File: src/rtl/rv32i_types_pkg.sv
// ----------------------------------------------------------------------------
// rv32i_types_pkg
// Shared RV32I type definitions used by the memory arbiter and its lane logic.
//   load_t      : funct3 encodings of the RV32I load instructions
//   store_t     : funct3 encodings of the RV32I store instructions
//   arb_state_t : memory-bus arbiter FSM states
//   D_STREAK_W  : width of the consecutive-data-grant counter
//   access_size_log2() : log2 of the access size in bytes for a funct3
// Optional build macro used by the arbiter: MEM_ARB_MISALIGN_CHECK_EN.
// ----------------------------------------------------------------------------
package rv32i_types_pkg;

    typedef enum logic [2:0] {
        LB  = 3'b000,
        LH  = 3'b001,
        LW  = 3'b010,
        LBU = 3'b100,
        LHU = 3'b101
    } load_t;

    typedef enum logic [2:0] {
        SB = 3'b000,
        SH = 3'b001,
        SW = 3'b010
    } store_t;

    typedef enum logic [1:0] {
        IDLE    = 2'd0,
        GRANT_I = 2'd1,
        GRANT_D = 2'd2
    } arb_state_t;

    // Streak counter width; holds MAX_D_STREAK values up to 15.
    localparam int D_STREAK_W = 4;

    // Size from funct3[1:0]: 00 byte, 01 half, anything else word.
    // Unused encodings (011, 110, 111) therefore behave as word accesses.
    function automatic logic [1:0] access_size_log2(input logic [2:0] funct3);
        logic [1:0] size;
        case (funct3[1:0])
            2'b00:   size = 2'd0;
            2'b01:   size = 2'd1;
            default: size = 2'd2;
        endcase
        return size;
    endfunction

endpackage

File: src/rtl/mem_lane_align.sv
// ----------------------------------------------------------------------------
// mem_lane_align
// Purely combinational RV32I byte-lane handling for the data port.
// Ports:
//   i_funct3  : load_t/store_t funct3 of the access
//   i_lane    : byte offset within the word (address bits [1:0])
//   i_wdata   : right-justified store data
//   i_rdata   : raw bus read word
//   o_byte_en : byte lane enables (shared by loads and stores)
//   o_wdata   : store data replicated across the lanes
//   o_rdata   : load data shifted down and sign/zero extended
// ----------------------------------------------------------------------------
module mem_lane_align
    import rv32i_types_pkg::*;
(
    input  logic [2:0]  i_funct3,
    input  logic [1:0]  i_lane,
    input  logic [31:0] i_wdata,
    input  logic [31:0] i_rdata,
    output logic [3:0]  o_byte_en,
    output logic [31:0] o_wdata,
    output logic [31:0] o_rdata
);

    logic [31:0] w_shifted;

    always_comb begin
        o_byte_en = 4'b1111;
        o_wdata   = i_wdata;
        o_rdata   = '0;
        w_shifted = i_rdata >> {i_lane, 3'b000};

        // A half at lane 3 keeps only its low byte enable (shift truncates).
        case (access_size_log2(i_funct3))
            2'd0: begin
                o_byte_en = 4'b0001 << i_lane;
                o_wdata   = {4{i_wdata[7:0]}};
            end
            2'd1: begin
                o_byte_en = 4'b0011 << i_lane;
                o_wdata   = {2{i_wdata[15:0]}};
            end
            default: begin
                o_byte_en = 4'b1111;
                o_wdata   = i_wdata;
            end
        endcase

        case (i_funct3)
            LB:      o_rdata = {{24{w_shifted[7]}}, w_shifted[7:0]};
            LBU:     o_rdata = {24'd0, w_shifted[7:0]};
            LH:      o_rdata = {{16{w_shifted[15]}}, w_shifted[15:0]};
            LHU:     o_rdata = {16'd0, w_shifted[15:0]};
            default: o_rdata = w_shifted;
        endcase
    end

endmodule

File: src/rtl/rv32i_mem_arbiter.sv
// ----------------------------------------------------------------------------
// rv32i_mem_arbiter
// Shares one word-wide memory bus between instruction fetch (i_*) and the
// load/store unit (d_*). Data wins arbitration unless it has already taken
// MAX_D_STREAK grants in a row while fetch waited; then fetch is forced in.
// Ports:
//   CLK, nRST              : clock, asynchronous active-low reset
//   i_ren/i_addr           : fetch request; i_rdata/i_busy back to fetch
//   d_ren/d_wen/d_funct3/d_addr/d_wdata : load/store request
//   d_rdata/d_busy         : extended load data and data stall
//   d_misaligned           : misaligned data request flag
//   m_ren/m_wen/m_addr/m_wdata/m_byte_en : bus command
//   m_rdata/m_busy         : bus response (m_busy=0 completes the access)
//   o_dbg_state            : current arb_state_t (debug)
//   o_dbg_streak           : current consecutive-data-grant count (debug)
// Build macro: MEM_ARB_MISALIGN_CHECK_EN enables misaligned-request rejection
// in IDLE; when undefined d_misaligned is tied 0.
//
// Handshake: a requester raises its ren/wen and holds it (with stable
// address/data) until it sees its busy low; the cycle busy is low while the
// request is high is the completion cycle and carries the read data. Busy is
// never asserted without a request. On the bus side the command is held while
// m_busy=1 and completes in the first cycle m_busy=0.
// ----------------------------------------------------------------------------
module rv32i_mem_arbiter
    import rv32i_types_pkg::*;
#(
    parameter int MAX_D_STREAK = 4
) (
    input  logic        CLK,
    input  logic        nRST,
    input  logic        i_ren,
    input  logic [31:0] i_addr,
    output logic [31:0] i_rdata,
    output logic        i_busy,
    input  logic        d_ren,
    input  logic        d_wen,
    input  logic [2:0]  d_funct3,
    input  logic [31:0] d_addr,
    input  logic [31:0] d_wdata,
    output logic [31:0] d_rdata,
    output logic        d_busy,
    output logic        d_misaligned,
    output logic        m_ren,
    output logic        m_wen,
    output logic [31:0] m_addr,
    output logic [31:0] m_wdata,
    output logic [3:0]  m_byte_en,
    input  logic [31:0] m_rdata,
    input  logic        m_busy,
    output logic [1:0]  o_dbg_state,
    output logic [3:0]  o_dbg_streak
);

    localparam logic [D_STREAK_W-1:0] MAX_STREAK = D_STREAK_W'(MAX_D_STREAK);

    arb_state_t              r_state;
    arb_state_t              w_next_state;
    logic [D_STREAK_W-1:0]   r_d_streak;

    logic        w_d_req;
    logic        w_d_arb;
    logic        w_misaligned;
    logic        w_i_done;
    logic        w_d_done;
    logic [3:0]  w_lane_be;
    logic [31:0] w_lane_wdata;
    logic [31:0] w_lane_rdata;
    logic        w_unused;

    // Fetch addresses are word aligned; the low bits carry no information.
    assign w_unused = &{1'b0, i_addr[1:0]};

    assign w_d_req = d_ren | d_wen;

`ifdef MEM_ARB_MISALIGN_CHECK_EN
    // Only judged in IDLE: a flagged request completes there without a grant.
    assign w_misaligned = (r_state == IDLE) && w_d_req &&
                          (((d_funct3[1:0] == 2'b01) && d_addr[0]) ||
                           ((d_funct3 == 3'b010) && (d_addr[1:0] != 2'b00)));
`else
    assign w_misaligned = 1'b0;
`endif

    // A rejected (misaligned) data request does not compete for the bus.
    assign w_d_arb = w_d_req & ~w_misaligned;

    mem_lane_align u_lane (
        .i_funct3  (d_funct3),
        .i_lane    (d_addr[1:0]),
        .i_wdata   (d_wdata),
        .i_rdata   (m_rdata),
        .o_byte_en (w_lane_be),
        .o_wdata   (w_lane_wdata),
        .o_rdata   (w_lane_rdata)
    );

    always_ff @(posedge CLK or negedge nRST) begin
        if (!nRST) begin
            r_state <= IDLE;
        end else begin
            r_state <= w_next_state;
        end
    end

    always_comb begin
        w_next_state = r_state;
        m_ren        = 1'b0;
        m_wen        = 1'b0;
        m_addr       = '0;
        m_wdata      = '0;
        m_byte_en    = '0;
        i_rdata      = '0;
        d_rdata      = '0;
        w_i_done     = 1'b0;
        w_d_done     = 1'b0;

        case (r_state)
            IDLE: begin
                if (w_d_arb && i_ren) begin
                    w_next_state = (r_d_streak == MAX_STREAK) ? GRANT_I : GRANT_D;
                end else if (w_d_arb) begin
                    w_next_state = GRANT_D;
                end else if (i_ren) begin
                    w_next_state = GRANT_I;
                end
            end
            GRANT_I: begin
                m_ren     = 1'b1;
                m_addr    = {i_addr[31:2], 2'b00};
                m_byte_en = 4'b1111;
                if (!m_busy) begin
                    w_i_done     = 1'b1;
                    i_rdata      = m_rdata;
                    w_next_state = IDLE;
                end
            end
            GRANT_D: begin
                // A store wins if both ren and wen are (illegally) set.
                m_ren     = d_ren & ~d_wen;
                m_wen     = d_wen;
                m_addr    = {d_addr[31:2], 2'b00};
                m_byte_en = w_lane_be;
                m_wdata   = w_lane_wdata;
                if (!m_busy) begin
                    w_d_done     = 1'b1;
                    d_rdata      = w_lane_rdata;
                    w_next_state = IDLE;
                end
            end
            default: begin
                w_next_state = IDLE;
            end
        endcase
    end

    // Streak counts data completions only while fetch is actually waiting.
    always_ff @(posedge CLK or negedge nRST) begin
        if (!nRST) begin
            r_d_streak <= '0;
        end else if (!i_ren || w_i_done) begin
            r_d_streak <= '0;
        end else if (w_d_done && (r_d_streak != MAX_STREAK)) begin
            r_d_streak <= r_d_streak + 1'b1;
        end
    end

    assign i_busy       = i_ren & ~w_i_done;
    assign d_busy       = w_d_req & ~w_d_done & ~w_misaligned;
    assign d_misaligned = w_misaligned;
    assign o_dbg_state  = r_state;
    assign o_dbg_streak = r_d_streak;

endmodule

File: config.mk
export PLATFORM = sky130hd
export DESIGN_NAME = rv32i_mem_arbiter
export DESIGN_NICKNAME = d
export VERILOG_FILES = /design/src/rtl/rv32i_types_pkg.sv /design/src/rtl/mem_lane_align.sv /design/src/rtl/rv32i_mem_arbiter.sv
export SDC_FILE = /design/constraint.sdc
export NUM_CORES = 1
export LEC_CHECK = 0
export ABC_AREA = 1
export CORE_AREA = 2 2 108 110
export DETAILED_ROUTE_END_ITERATION = 10
export DIE_AREA = 0 0 110 112
export GPL_TIMING_DRIVEN = 0
export PLACE_DENSITY_LB_ADDON = 0.1
export SLEW_MARGIN = 20
export SYNTH_ARGS = -nofsm -noshare
export SYNTH_HDL_FRONTEND = slang
export SYNTH_SLANG_ARGS = --single-unit
File: constraint.sdc
create_clock -name CLK -period 4.7 [get_ports CLK]
set_input_delay 0.94 -clock CLK [delete_from_list [all_inputs] [get_ports CLK]]
set_output_delay 0.94 -clock CLK [all_outputs]
set_load 0.01 [all_outputs]
==> run_results.csv <==
group,metric,value,unit
grt,grt_max_degree,11,
sta,tightest_slew,0.5216,ns
worst_setup_path,path_class,"input pin to output port",
yosys,synth_top_family_by_area,"simple AND/OR/NAND/NOR gates",
layout,area_growth,120.0,%
route,drt_wl_total,15.06,mm
cts,cts_resized,0,
worst_setup_path,cp-end-kind,"output port",
yosys,netlist_top_cells_count,"168 x nand2_1, 87 x nor2_1, 66 x a21oi_1",
yosys,synth_top_area_cell,"nand2_1",
cts,cts_tree,"yes",
sta,tns,0,ns
worst_setup_path,arrival,3.06,ns
cts,clkLatencyLatePin,0.23,ns
layout,num_antenna_cells,0,
cts,cts_buffer_depth,2,
grt,grt_first_pass_wirelength,22.98,mm
power_and_ir_drop,powerDensity,313.3,mW/mm^2
placed_design,dpl_cell_area,0.005415,mm^2
yosys,ys_warn_count,0,
yosys,synth-simple-area-share,46.47,%
yosys,synthFlopType,"dfrtp_1",
cts,cts_num_sinks,6,
worst_setup_path,critPathLaunchType,"input pin",
yosys,async_flop_share,100.0,%
floorplan,die_h,112,um
sta,finalClockSkew,0.002006,ns
floorplan,initial_core_util,22.34,%
cts,holdBufCountCts,0,
route,vias,4435,
yosys,synth_xor_area_share,0.3509,%
floorplan,fp.dieArea,0.01232,mm^2
cts,clockRootBuffer,"clkbuf_16",
cts,clk_pin_slew,0.03,ns
worst_setup_path,crit_fanout,10,
grt,grt.total_usage,23.48,%
yosys,yosys.area_share.adder,2.506,%
yosys,synthDistinctLibCells,28,
floorplan,rows,39,
floorplan,ios,280,
sta,slew_headroom,65.22,%
yosys,synthCells,529,
sta,max_freq,0.2501,GHz
sta,rsz0062_at_grt,"no",
yosys,ys_ff_latch,6,
route,drt_iter0_markers,286,
layout,fin_cells,950,
sta,finalSetupViolations,0,
placed_design,dp_hpwl,12.62,mm
yosys,synthTopCellsByArea,"nand2_1 25%, a21oi_1 13%, nor2_1 13%",
layout,drive_above_1_share,4.213,%
placed_design,portBuffers,273,
grt,grt_pass1_vias,4410,
layout,nets,951,
layout,seq_area,150.1,um^2
route,wl_per_cell,15.85,um
yosys,synth_edf_count,0,
flow_run,max_cap_viol_count,0,
yosys,syn_area,0.002496,mm^2
yosys,seq_area_frac_synth,6.015,%
sta,slew_viol_final,0,
power_and_ir_drop,ir_drop,0.0001863,V
layout,multiInputGateArea,0.001917,mm^2
hold_path,hold_path.class,"register to register",
yosys,synth-compound-area-share,27.02,%
sta,layout_setup_ws,0.7013,ns
worst_setup_path,crit_required,3.76,ns
route,ant_nets,0,
outcome,status,"completed",
placed_design,placedCellCount,947,
route,post-route-drc-count,0,
route,vias_per_cell,4.668,
sta,holdWs,0.5521,ns
sta,finalCriticalPeriod,3.999,ns
yosys,yosysMostFrequentCell,"nand2_1",
grt,grt_remaining_overflow,0,
power_and_ir_drop,p_leak,0.002325,uW
layout,fill_cells,1242,
yosys,syn_avg_cell_area,4.719,um^2
route,drtPass1Iterations,4,
yosys,synth_mux_area_share,0,%
cts,h-tree-depth,1,
cts,postCtsSetupBuffers,0,
cts,numCtsBuffers,3,
floorplan,core_region_area,0.01117,mm^2
yosys,post-synth-top-area-fraction,25.26,%
placed_design,place_congestion,0.8761,
sta,hold_violations,0,
sta,period_share,85.08,%
floorplan,chipWidth,110,um
placed_design,place_ws,0.7348,ns
grt,antenna_found_initial,0,
layout,stdcell_area,0.005490,mm^2
## cell type report
| type | count | area share (%) |
|---|---|---|
| timing repair buffer | 273 | 49.77 |
| inverter | 58 | 4.057 |
| tap | 143 | 3.259 |
| clock buffer | 3 | 1.367 |
| sequential | 6 | 2.735 |
| multi-input combinational | 426 | 34.91 |
| buffer | 41 | 3.897 |
## power by group
group	internal [uW]	switching (uW)	total (uW)
sequential	65.4	16.7	82.1
combinational	714	788	1500
clock	109	27.4	136
total	888	832	1720
## critical path, stage by stage
cell and delay [ns]:
clkdlybuf4s50_1 0.50, buf_4 0.22, buf_2 0.17, o21ai_0 0.30, o21ai_0 0.15, a21oi_1 0.15, clkdlybuf4s50_1 0.60
## sequential cells by signal, indices dropped and copies added (netlist names)
register and count:
o_dbg_state 2, o_dbg_streak 4
## path summary, 6_finish.rpt
path	slack, ns	endpoint	cells after the start	startpoint
min in group asynchronous	0.96	o_dbg_streak[3]	1	nRST
max reg2reg	2.88	o_dbg_streak[0]	8	o_dbg_state[1]
min reg2reg	0.55	o_dbg_state[1]	2	o_dbg_state[1]
min	0.55	o_dbg_state[1]	2	o_dbg_state[1]
max in group asynchronous	3.52	o_dbg_streak[2]	1	nRST
max	0.70	d_rdata[9]	7	d_addr[0]
## cell usage in the layout (no fill, tap or decap), drive strengths merged, types with 3 or more instances in the layout
| cell type | instances |
|---|---|
| buf | 21 |
| clkbuf | 23 |
| nor2 | 88 |
| nand4 | 3 |
| nand3 | 23 |
| a21oi | 66 |
| o22ai | 8 |
| o21ai | 50 |
| a31oi | 7 |
| conb | 3 |
| clkdlybuf4s50 | 273 |
| dfrtp | 6 |
| inv | 56 |
| nand2 | 170 |
| ha | 5 |
## cells by family after synthesis
family | count (synthesis)
other cells | 1
buf+inv | 99
xor+xnor | 1
simple gates | 286
compound gates | 131
flops | 6
fa+ha+maj | 5
## layer usage
| layer | share of wire (%) | global-route usage [%] |
|---|---|---|
| met1 | 39 | 28.02 |
| met2 | 48 | 41.15 |
| met3 | 9.7 | 5.094 |
| met4 | 3.0 | 7.426 |
| met5 | 0 | 0 |
## stage by stage
| step | total power (uW) | utilization, % |
|---|---|---|
| 3_3_place_gp | 1578 | 48.46 |
| 3_5_place_dp | 1591 | 48.46 |
| 6_report | 1720 | 49.13 |
| 2_1_floorplan | 750.6 | - |
| 5_1_grt | 1869 | 49.13 |
| 4_1_cts | 1737 | 49.13 |
Power figures use the tool's default switching activity.
